==> src/rtl/ctrl_pkg.sv <==
// Shared types and constants for the transmit word serializer.
package ctrl_pkg;

    localparam int BYTE_W        = 8;
    localparam int DEF_NUM_BYTES = 4;
    localparam int TMR_W         = 16;

    typedef enum logic [2:0] {
        ST_IDLE = 3'd0,
        ST_SEND = 3'd1,
        ST_WAIT = 3'd2,
        ST_GAP  = 3'd3,
        ST_DONE = 3'd4
    } ctrl_tx_state_t;

endpackage

==> src/rtl/ctrl_cycle_timer.sv <==
// Clearable / loadable up-counter with a terminal-count compare.
// One instance is shared between the inter-byte gap and the done timeout,
// the owner selects which terminal value applies in the current state.
module ctrl_cycle_timer
    import ctrl_pkg::*;
(
    input  logic             i_Clock,
    input  logic             i_Rst_n,
    input  logic             i_Clear,
    input  logic             i_Load,
    input  logic [TMR_W-1:0] i_Load_Value,
    input  logic             i_Enable,
    input  logic [TMR_W-1:0] i_Terminal,
    output logic             o_At_Terminal
);

    logic [TMR_W-1:0] count;

    // Count register: clear wins over load, load wins over increment.
    always_ff @(posedge i_Clock) begin
        if (!i_Rst_n) begin
            count <= '0;
        end else if (i_Clear) begin
            count <= '0;
        end else if (i_Load) begin
            count <= i_Load_Value;
        end else if (i_Enable) begin
            count <= count + TMR_W'(1);
        end
    end

    assign o_At_Terminal = (count == i_Terminal);

endmodule

==> src/rtl/ctrl_32_8.sv <==
// Transmit word serializer: sends a word to the UART TX one byte at a time,
// MSB first, waiting for the transmitter's done pulse between bytes.
//
// state | meaning
// ------+---------------------------------------------------------------
// IDLE  | waiting for i_Start; word captured on acceptance
// SEND  | o_Tx_DV strobe for the byte held in o_Tx_Byte
// WAIT  | byte outstanding; waiting for i_Tx_Done or timeout
// GAP   | idle spacing before the next byte strobe
// DONE  | one-cycle o_Done pulse, then back to IDLE
module ctrl_32_8
    import ctrl_pkg::*;
#(
    parameter int NUM_BYTES      = DEF_NUM_BYTES,
    parameter int GAP_CYCLES     = 0,
    parameter int TIMEOUT_CYCLES = 65535
) (
    input  logic                        i_Clock,
    input  logic                        i_Rst_n,
    input  logic                        i_Start,
    input  logic [BYTE_W*NUM_BYTES-1:0] i_Data,
    output logic                        o_Busy,
    output logic                        o_Tx_DV,
    output logic [BYTE_W-1:0]           o_Tx_Byte,
    input  logic                        i_Tx_Done,
    output logic                        o_Done,
    output logic                        o_Error
);

    localparam int DATA_W = BYTE_W * NUM_BYTES;
    localparam int CNT_W  = (NUM_BYTES > 1) ? $clog2(NUM_BYTES) : 1;
    localparam logic [CNT_W-1:0] LAST_CNT = CNT_W'(NUM_BYTES - 1);
    localparam logic [TMR_W-1:0] GAP_TC   = TMR_W'((GAP_CYCLES > 0) ? GAP_CYCLES - 1 : 0);
    localparam logic [TMR_W-1:0] TO_TC    = TMR_W'((TIMEOUT_CYCLES > 0) ? TIMEOUT_CYCLES - 1 : 0);
    localparam bit USE_GAP = (GAP_CYCLES > 0);
    localparam bit TO_EN   = (TIMEOUT_CYCLES > 0);

    ctrl_tx_state_t    state, state_nxt;
    logic [DATA_W-1:0] sr;
    logic [DATA_W-1:0] sr_shift;
    logic [CNT_W-1:0]  cnt;
    logic [BYTE_W-1:0] tx_byte;
    logic              error_q;

    logic              accept, advance, abort;
    logic              tmr_clr, tmr_en, at_tc;
    logic [TMR_W-1:0]  tmr_terminal;

    assign sr_shift = sr << BYTE_W;

    ctrl_cycle_timer u_timer (
        .i_Clock       (i_Clock),
        .i_Rst_n       (i_Rst_n),
        .i_Clear       (tmr_clr),
        .i_Load        (1'b0),
        .i_Load_Value  ({TMR_W{1'b0}}),
        .i_Enable      (tmr_en),
        .i_Terminal    (tmr_terminal),
        .o_At_Terminal (at_tc)
    );

    // State register.
    always_ff @(posedge i_Clock) begin
        if (!i_Rst_n) begin
            state <= ST_IDLE;
        end else begin
            state <= state_nxt;
        end
    end

    // Next-state and datapath control. A done pulse in WAIT takes priority
    // over a timeout landing in the same cycle.
    always_comb begin
        state_nxt    = state;
        accept       = 1'b0;
        advance      = 1'b0;
        abort        = 1'b0;
        tmr_clr      = 1'b0;
        tmr_en       = 1'b0;
        tmr_terminal = TO_TC;
        case (state)
            ST_IDLE: begin
                tmr_clr = 1'b1;
                if (i_Start) begin
                    accept    = 1'b1;
                    state_nxt = ST_SEND;
                end
            end
            ST_SEND: begin
                tmr_clr   = 1'b1;
                state_nxt = ST_WAIT;
            end
            ST_WAIT: begin
                if (i_Tx_Done) begin
                    tmr_clr = 1'b1;
                    if (cnt == LAST_CNT) begin
                        state_nxt = ST_DONE;
                    end else begin
                        advance   = 1'b1;
                        state_nxt = USE_GAP ? ST_GAP : ST_SEND;
                    end
                end else begin
                    tmr_en = 1'b1;
                    if (TO_EN && at_tc) begin
                        abort     = 1'b1;
                        state_nxt = ST_IDLE;
                    end
                end
            end
            ST_GAP: begin
                tmr_terminal = GAP_TC;
                tmr_en       = 1'b1;
                if (at_tc) begin
                    state_nxt = ST_SEND;
                end
            end
            ST_DONE: begin
                state_nxt = ST_IDLE;
            end
            default: begin
                state_nxt = ST_IDLE;
            end
        endcase
    end

    // Shift register, byte counter and output byte. The byte is loaded on
    // the edge that enters SEND so it is valid together with the strobe.
    always_ff @(posedge i_Clock) begin
        if (!i_Rst_n) begin
            sr      <= '0;
            cnt     <= '0;
            tx_byte <= '0;
            error_q <= 1'b0;
        end else begin
            error_q <= abort;
            if (accept) begin
                sr      <= i_Data;
                cnt     <= '0;
                tx_byte <= i_Data[DATA_W-1 -: BYTE_W];
            end else if (advance) begin
                sr      <= sr_shift;
                cnt     <= cnt + CNT_W'(1);
                tx_byte <= sr_shift[DATA_W-1 -: BYTE_W];
            end else if (abort) begin
                sr  <= '0;
                cnt <= '0;
            end
        end
    end

    assign o_Busy    = (state != ST_IDLE);
    assign o_Tx_DV   = (state == ST_SEND);
    assign o_Done    = (state == ST_DONE);
    assign o_Tx_Byte = tx_byte;
    assign o_Error   = error_q;

endmodule

==> config.mk <==
export PLATFORM = sky130hd
export DESIGN_NAME = ctrl_32_8
export DESIGN_NICKNAME = d
export VERILOG_FILES = /design/src/rtl/ctrl_pkg.sv /design/src/rtl/ctrl_cycle_timer.sv /design/src/rtl/ctrl_32_8.sv
export SDC_FILE = /design/constraint.sdc
export NUM_CORES = 1
export LEC_CHECK = 0
export ABC_AREA = 1
export CELL_PAD_IN_SITES_DETAIL_PLACEMENT = 2
export CELL_PAD_IN_SITES_GLOBAL_PLACEMENT = 2
export CORE_ASPECT_RATIO = 1.4
export CORE_MARGIN = 3
export CORE_UTILIZATION = 25
export CTS_BUF_LIST = sky130_fd_sc_hd__clkbuf_4 sky130_fd_sc_hd__clkbuf_8
export DETAILED_ROUTE_END_ITERATION = 10
export HOLD_SLACK_MARGIN = 0.12
export PLACE_DENSITY = 0.8
export SETUP_SLACK_MARGIN = 0.5
export SYNTH_ARGS = -nofsm -noshare
export SYNTH_HDL_FRONTEND = slang
export SYNTH_SLANG_ARGS = --single-unit
==> constraint.sdc <==
create_clock -name i_Clock -period 1.3 [get_ports i_Clock]
set_input_delay 0.195 -clock i_Clock [delete_from_list [all_inputs] [get_ports i_Clock]]
set_output_delay 0.195 -clock i_Clock [all_outputs]
set_load 0.005 [all_outputs]
== Word level (Yosys, flattened, before mapping) ==
Index checks and enable logic that the tools add are counted.
Cells by class
  equality and inequality tests: 9
  reductions and logical operators: 9
  mux-type cells: 26
  $add $sub $neg: 2
  bitwise operators: 1
Operators by type and width (count)
  $mux 24: 3
  $add 16x1->16 const B: 1
  $eq 16x16->1: 1
  $mux 16: 1
  $mux 8: 2
  $mux 3: 5
  $pmux 3 s4: 1
  $mux 1: 10
  $eq 3x2->1 const B: 2
  $reduce_bool 3->1: 2
  $reduce_or 2->1: 3
  $mux 2: 2
  $ne 2x2->1 const B: 2
  $pmux 1 s2: 2
  $reduce_bool 2->1: 2
  $eq 3x1->1 const B: 1
  $eq 3x3->1 const B: 1
  $logic_not 3->1: 1
  $ne 3x3->1 const B: 1
  $reduce_and 3->1: 1
  $add 2x1->2 const B: 1
  $eq 2x2->1 const B: 1
  $not 1->1: 1
Storage, ports and cells
  bits in registers: 54
  input port bits: 36

== Logic depth before layout (Yosys ltp) ==
Gate-level depths: netlist of the first run.
  depth after elaboration: 9
  depth in mapped cells: 10

== Hierarchy ==
A second synthesis of the first run with hierarchy kept.
Second synthesis, totals
  cells, all modules: 512
  area, all modules: 3265.6 um2
By module, submodules not included
  ctrl_32_8: cells each 322, area an instance 2039.5 um2, sequential area each 760.7 um2, instances 1
  ctrl_cycle_timer: cells each 190, area an instance 1226.2 um2, sequential area each 320.3 um2, instances 1

== Worst setup path before layout of the first run ==
Ideal clock, no wire load.
  path kind: register to register
  start point: reg u_timer.count[10]
  end point: reg sr[12]
  required time: 1.169 ns
  stages on the path, launching flop included: 11
  setup slack: -0.139 ns
  setup time: 0.131 ns
  buffers on the path: 1
  arrival time: 1.308 ns
  cell sequence: dfxtp_1 -> nand2_1 -> nor2_1 -> inv_1 -> nor2_1 -> nand2_1 -> nand2_1 -> nand3_2 -> buf_4 -> nand3_1 -> a21oi_2
On the way
  word-level cells in the longest chain between the ends: 5
Ends and longest elaborated chain
  start: declaration: RTL line ctrl_cycle_timer.sv:17  | logic [TMR_W-1:0] count;
  start signal: assignment: RTL line ctrl_cycle_timer.sv:26  | count <= i_Load_Value;
  start signal: assignment: RTL line ctrl_cycle_timer.sv:28  | count <= count + TMR_W'(1);
  $eq 16x16->1: RTL line ctrl_cycle_timer.sv:32  | assign o_At_Terminal = (count == i_Terminal);
  $mux 1: RTL line ctrl_32_8.sv:104  | if (TO_EN && at_tc) begin
  $mux 1: RTL line ctrl_32_8.sv:94  | if (i_Tx_Done) begin
  $mux 1: RTL line ctrl_32_8.sv:81  | case (state)
  $reduce_bool 3->1 (no line)
  end signal: assignment: RTL line ctrl_32_8.sv:137  | sr <= i_Data;
  end signal: assignment: RTL line ctrl_32_8.sv:141  | sr <= sr_shift;
  end: declaration: RTL line ctrl_32_8.sv:39  | logic [DATA_W-1:0] sr;
Every way passes these cells.
A chain may end at the register's enable or synchronous reset.

== Worst setup path in the final report of the first run ==
  start point: reg u_timer.count[1]
  end point: reg sr[16]
The elaborated chain is that of the path after synthesis.

==> results.toml, run 1 <==
[logic_synthesis]
synth_cell_type_count = 29
yosysWarnings = 0
synth_area_per_cell_um2 = 6.749
syn-instance-count = 414
ys_seq_area_share_pct = 38.69
syn_area_um2 = 2794
synth.net_count = 452
ys_seq_elements = 54

[floorplanning]
fp.coreArea_um2 = 10870
ios = 48
die_area_um2 = 12500
die_y_um = 131.1
die_width_um = 95.35
start_util_pct = 25.71
row_count = 45

[pwr]
seq_power_share_pct = 30.5
power.density_nw_per_um2 = 1368
ir_drop_mv = 0.6217
p_leak_nw = 2.178
p_sw_mw = 2.850
internal-power_mw = 4.212
swShare_pct = 40.36
combPwrFrac_pct = 51.9
fin_total_pwr_mw = 7.063
pwr-share-clk_pct = 17.5

[sta]
skew_ns = 0.01049
holdWs_ns = 0.4110
fin_crit_sh_pct = 135.3
rsz0062_at_grt = "true"
slew_violations = 0
final_hold_viol_count = 0
max_freq_ghz = 0.5687
relSlewSlack_pct = 63.79
tns_ns = -19.16
tightestPinTransition_ns = 0.5432
fin_ws_ns = -0.4583
setup-violations-final = 56
post-route-min-period_ns = 1.758

[placement]
place_hpwl_um = 7427
port_buffers = 47
dp_slack_ns = -0.5723
gp_congestion = 0.8377

[critical_path]
worst-path-stages = 9
r2r_cells = 9
critPathRequiredTime_ns = 1.50
cpMaxStageDelayCell = "dfxtp_4"
crit_path_max_fanout = 7
crit_path_frequent_cell = "nor2_1"
r2r-start = "u_timer.count[1]"
critPathMaxStageDelay_ns = 0.39
cp_cell_sequence = "nor2_1 > nand2_1 > nor2_1 > nand3_1 > nand2_2 > nand3_4 > buf_12 > nand3_2 > a21oi_2"
worstReg2RegEnd = "sr[16]"
crit_type = "reg2reg"
critPathCaptureType = "register"
r2r_slack_ns = -0.46
setup.worst_path.end = "sr[16]"
startpoint = "u_timer.count[1]"
cp.arrival_ns = 1.96
crit_path_start_kind = "register"
path_delay_family = "simple AND/OR/NAND/NOR gates"
critPathBufInv = 1

[grt]
grt_pass1_wl_um = 20010
grt-ovfl-total = 0
grt_max_degree = 36
grt_pass1_vias = 3780
grt_antenna_before_repair = 0
grt_use_total_pct = 21.29

[route]
wl_per_cell_um = 23.35
dr.max_layer_used = "met4"
route.met3.wl_um = 540
wl_um = 16180
viasPerCell = 5.061
ant_nets = 0
drtIter0Drc = 103
dr.pass1.iters = 5
num_vias = 3507
drc_errors = 0
m1WireLength_um = 5601
wl_met2_um = 9179

[clock_tree]
cts_max_level = 2
clk_latency_ns = 0.34
cts.sinks = 54
cts_made_buffers = 5
cts_buffer_depth = 2
cts_tree = "built"
root_buffer = "clkbuf_8"
clk_pin_slew_ns = 0.11

[outcome]
status = "finished with violations"
violations = "negative setup slack"

[cells_and_area]
area_growth_syn_to_layout_pct = 84.73
n_antenna_cell = 0
regArea_um2 = 1140
nets = 589
nFillCells = 1163
drive_gt1_share_pct = 52.54
multi_input_area_um2 = 2056

[worst_hold_path]
min_path_type = "in2reg"

[job]
max_cap_violations = 0
[power by group through the flow]
stage | Sequential (mW) | Clock [mW] | Combinational (mW)
floorplan | 2.06 | 0 | 1.14
global placement | 2.08 | 0 | 1.86
detailed placement | 2.09 | 0 | 1.94
CTS | 2.09 | 1.23 | 2.88
global route | 2.17 | 1.32 | 3.89
finish | 2.16 | 1.24 | 3.67
[how the worst min path moves through the flow]
| stage | startpoint | end | slack [ns] | depth (start not counted) |
|---|---|---|---|---|
| 6_report | i_Data[0] | sr[0] | 0.41 | 3 |
| 5_1_grt | i_Data[0] | sr[0] | 0.43 | 3 |
| 4_1_cts | i_Data[7] | sr[7] | 0.42 | 3 |
| 3_5_place_dp | sr[11] | sr[11] | 0.47 | 2 |
| 3_3_place_gp | sr[11] | sr[11] | 0.46 | 2 |
| 2_1_floorplan | i_Rst_n | state[0] | 0.31 | 2 |
[per-stage QoR]
step | std cells | utilization, % | instance area [um^2]
global placement | 638 | 35.12 | 3816
CTS | 675 | 42.82 | 4653
floorplan | 414 | - | 2865
finish | 693 | 47.50 | 5161
global route | 693 | 47.50 | 5161
detailed placement | 638 | 35.12 | 3816
[final cells by class]
type | instances | share of cell area, %
clock inverters | 3 | 0.8485
multi-input cells | 293 | 39.83
inverters | 53 | 4.194
flip-flops and latches | 54 | 22.08
repair buffers | 144 | 28.29
well taps | 141 | 3.418
clock buffers | 5 | 1.333
[cell usage after synthesis (all sizes together)]
master	instances	area, um^2
clkinv	1	3.750
nor3b	2	15.01
nand4	6	37.54
a31oi	10	62.56
ha	2	25.02
o21ai	10	50.05
or2	1	6.260
a21oi	39	229.0
o21bai	1	7.510
inv	52	195.2
nor3	9	50.05
clkbuf	2	7.510
nor2	43	186.4
nand2	126	503.0
buf	13	96.33
dfxtp	54	1081
nand3	41	220.2
xor2	2	17.52
[repair_timing]
item	CTS	global route
gates resized for setup	188	75
setup endpoints to repair	66	66
pin swaps	35	39
endpoints found under the hold margin	0	0
hold buffers	0	0
cloned	3	4
setup buffers	26	14
[sequential cells by signal, summed over array words and instances (netlist names)]
signal,flops
cnt,2
o_Error,1
o_Tx_Byte,8
sr,24
state,3
u_timer.count,16
[kinds of logic (layout without fill, tap and decap cells)]
group / count (synthesis) / in the layout / share of synthesized area, %
adder cells (fa/ha/maj): 2 / 2 / 0.8955
flip-flops: 54 / 54 / 38.69
buffers and inverters: 68 / 205 / 10.84
AND/OR/NAND/NOR: 228 / 229 / 36.45
AO/OA/AOI/OAI: 60 / 60 / 12.49
XOR/XNOR: 2 / 2 / 0.6271
[cells in the final DEF, fill, tap and decap left out, drive strengths merged, types with 6 or more instances in the layout]
cell,count
clkdlybuf4s50,35
nor2,44
nor3,9
nand3,41
buf,104
inv,53
nand4,6
nand2,126
dfxtp,54
a21oi,39
o21ai,10
clkbuf,9
a31oi,10
[tightest hold or removal path, stage by stage]
cell	delay, ns
clkdlybuf4s50_1	0.39
nand2_1	0.06
a21oi_1	0.05
[routing by layer]
metal / global-route usage (%) / vias up
met5: 0 / -
met4: 7.732 / 0
met3: 3.027 / 59
met2: 43.38 / 102
met1: 21.10 / 1751
li1: - / 1595
Note: power is estimated with default switching activity, not from simulation.
==> run 2: changes to the inputs <==
- SLEW_MARGIN: default -> 10
==> results of run 2 <==
The final DEF is identical to that of run 1; final timing and power are the same.
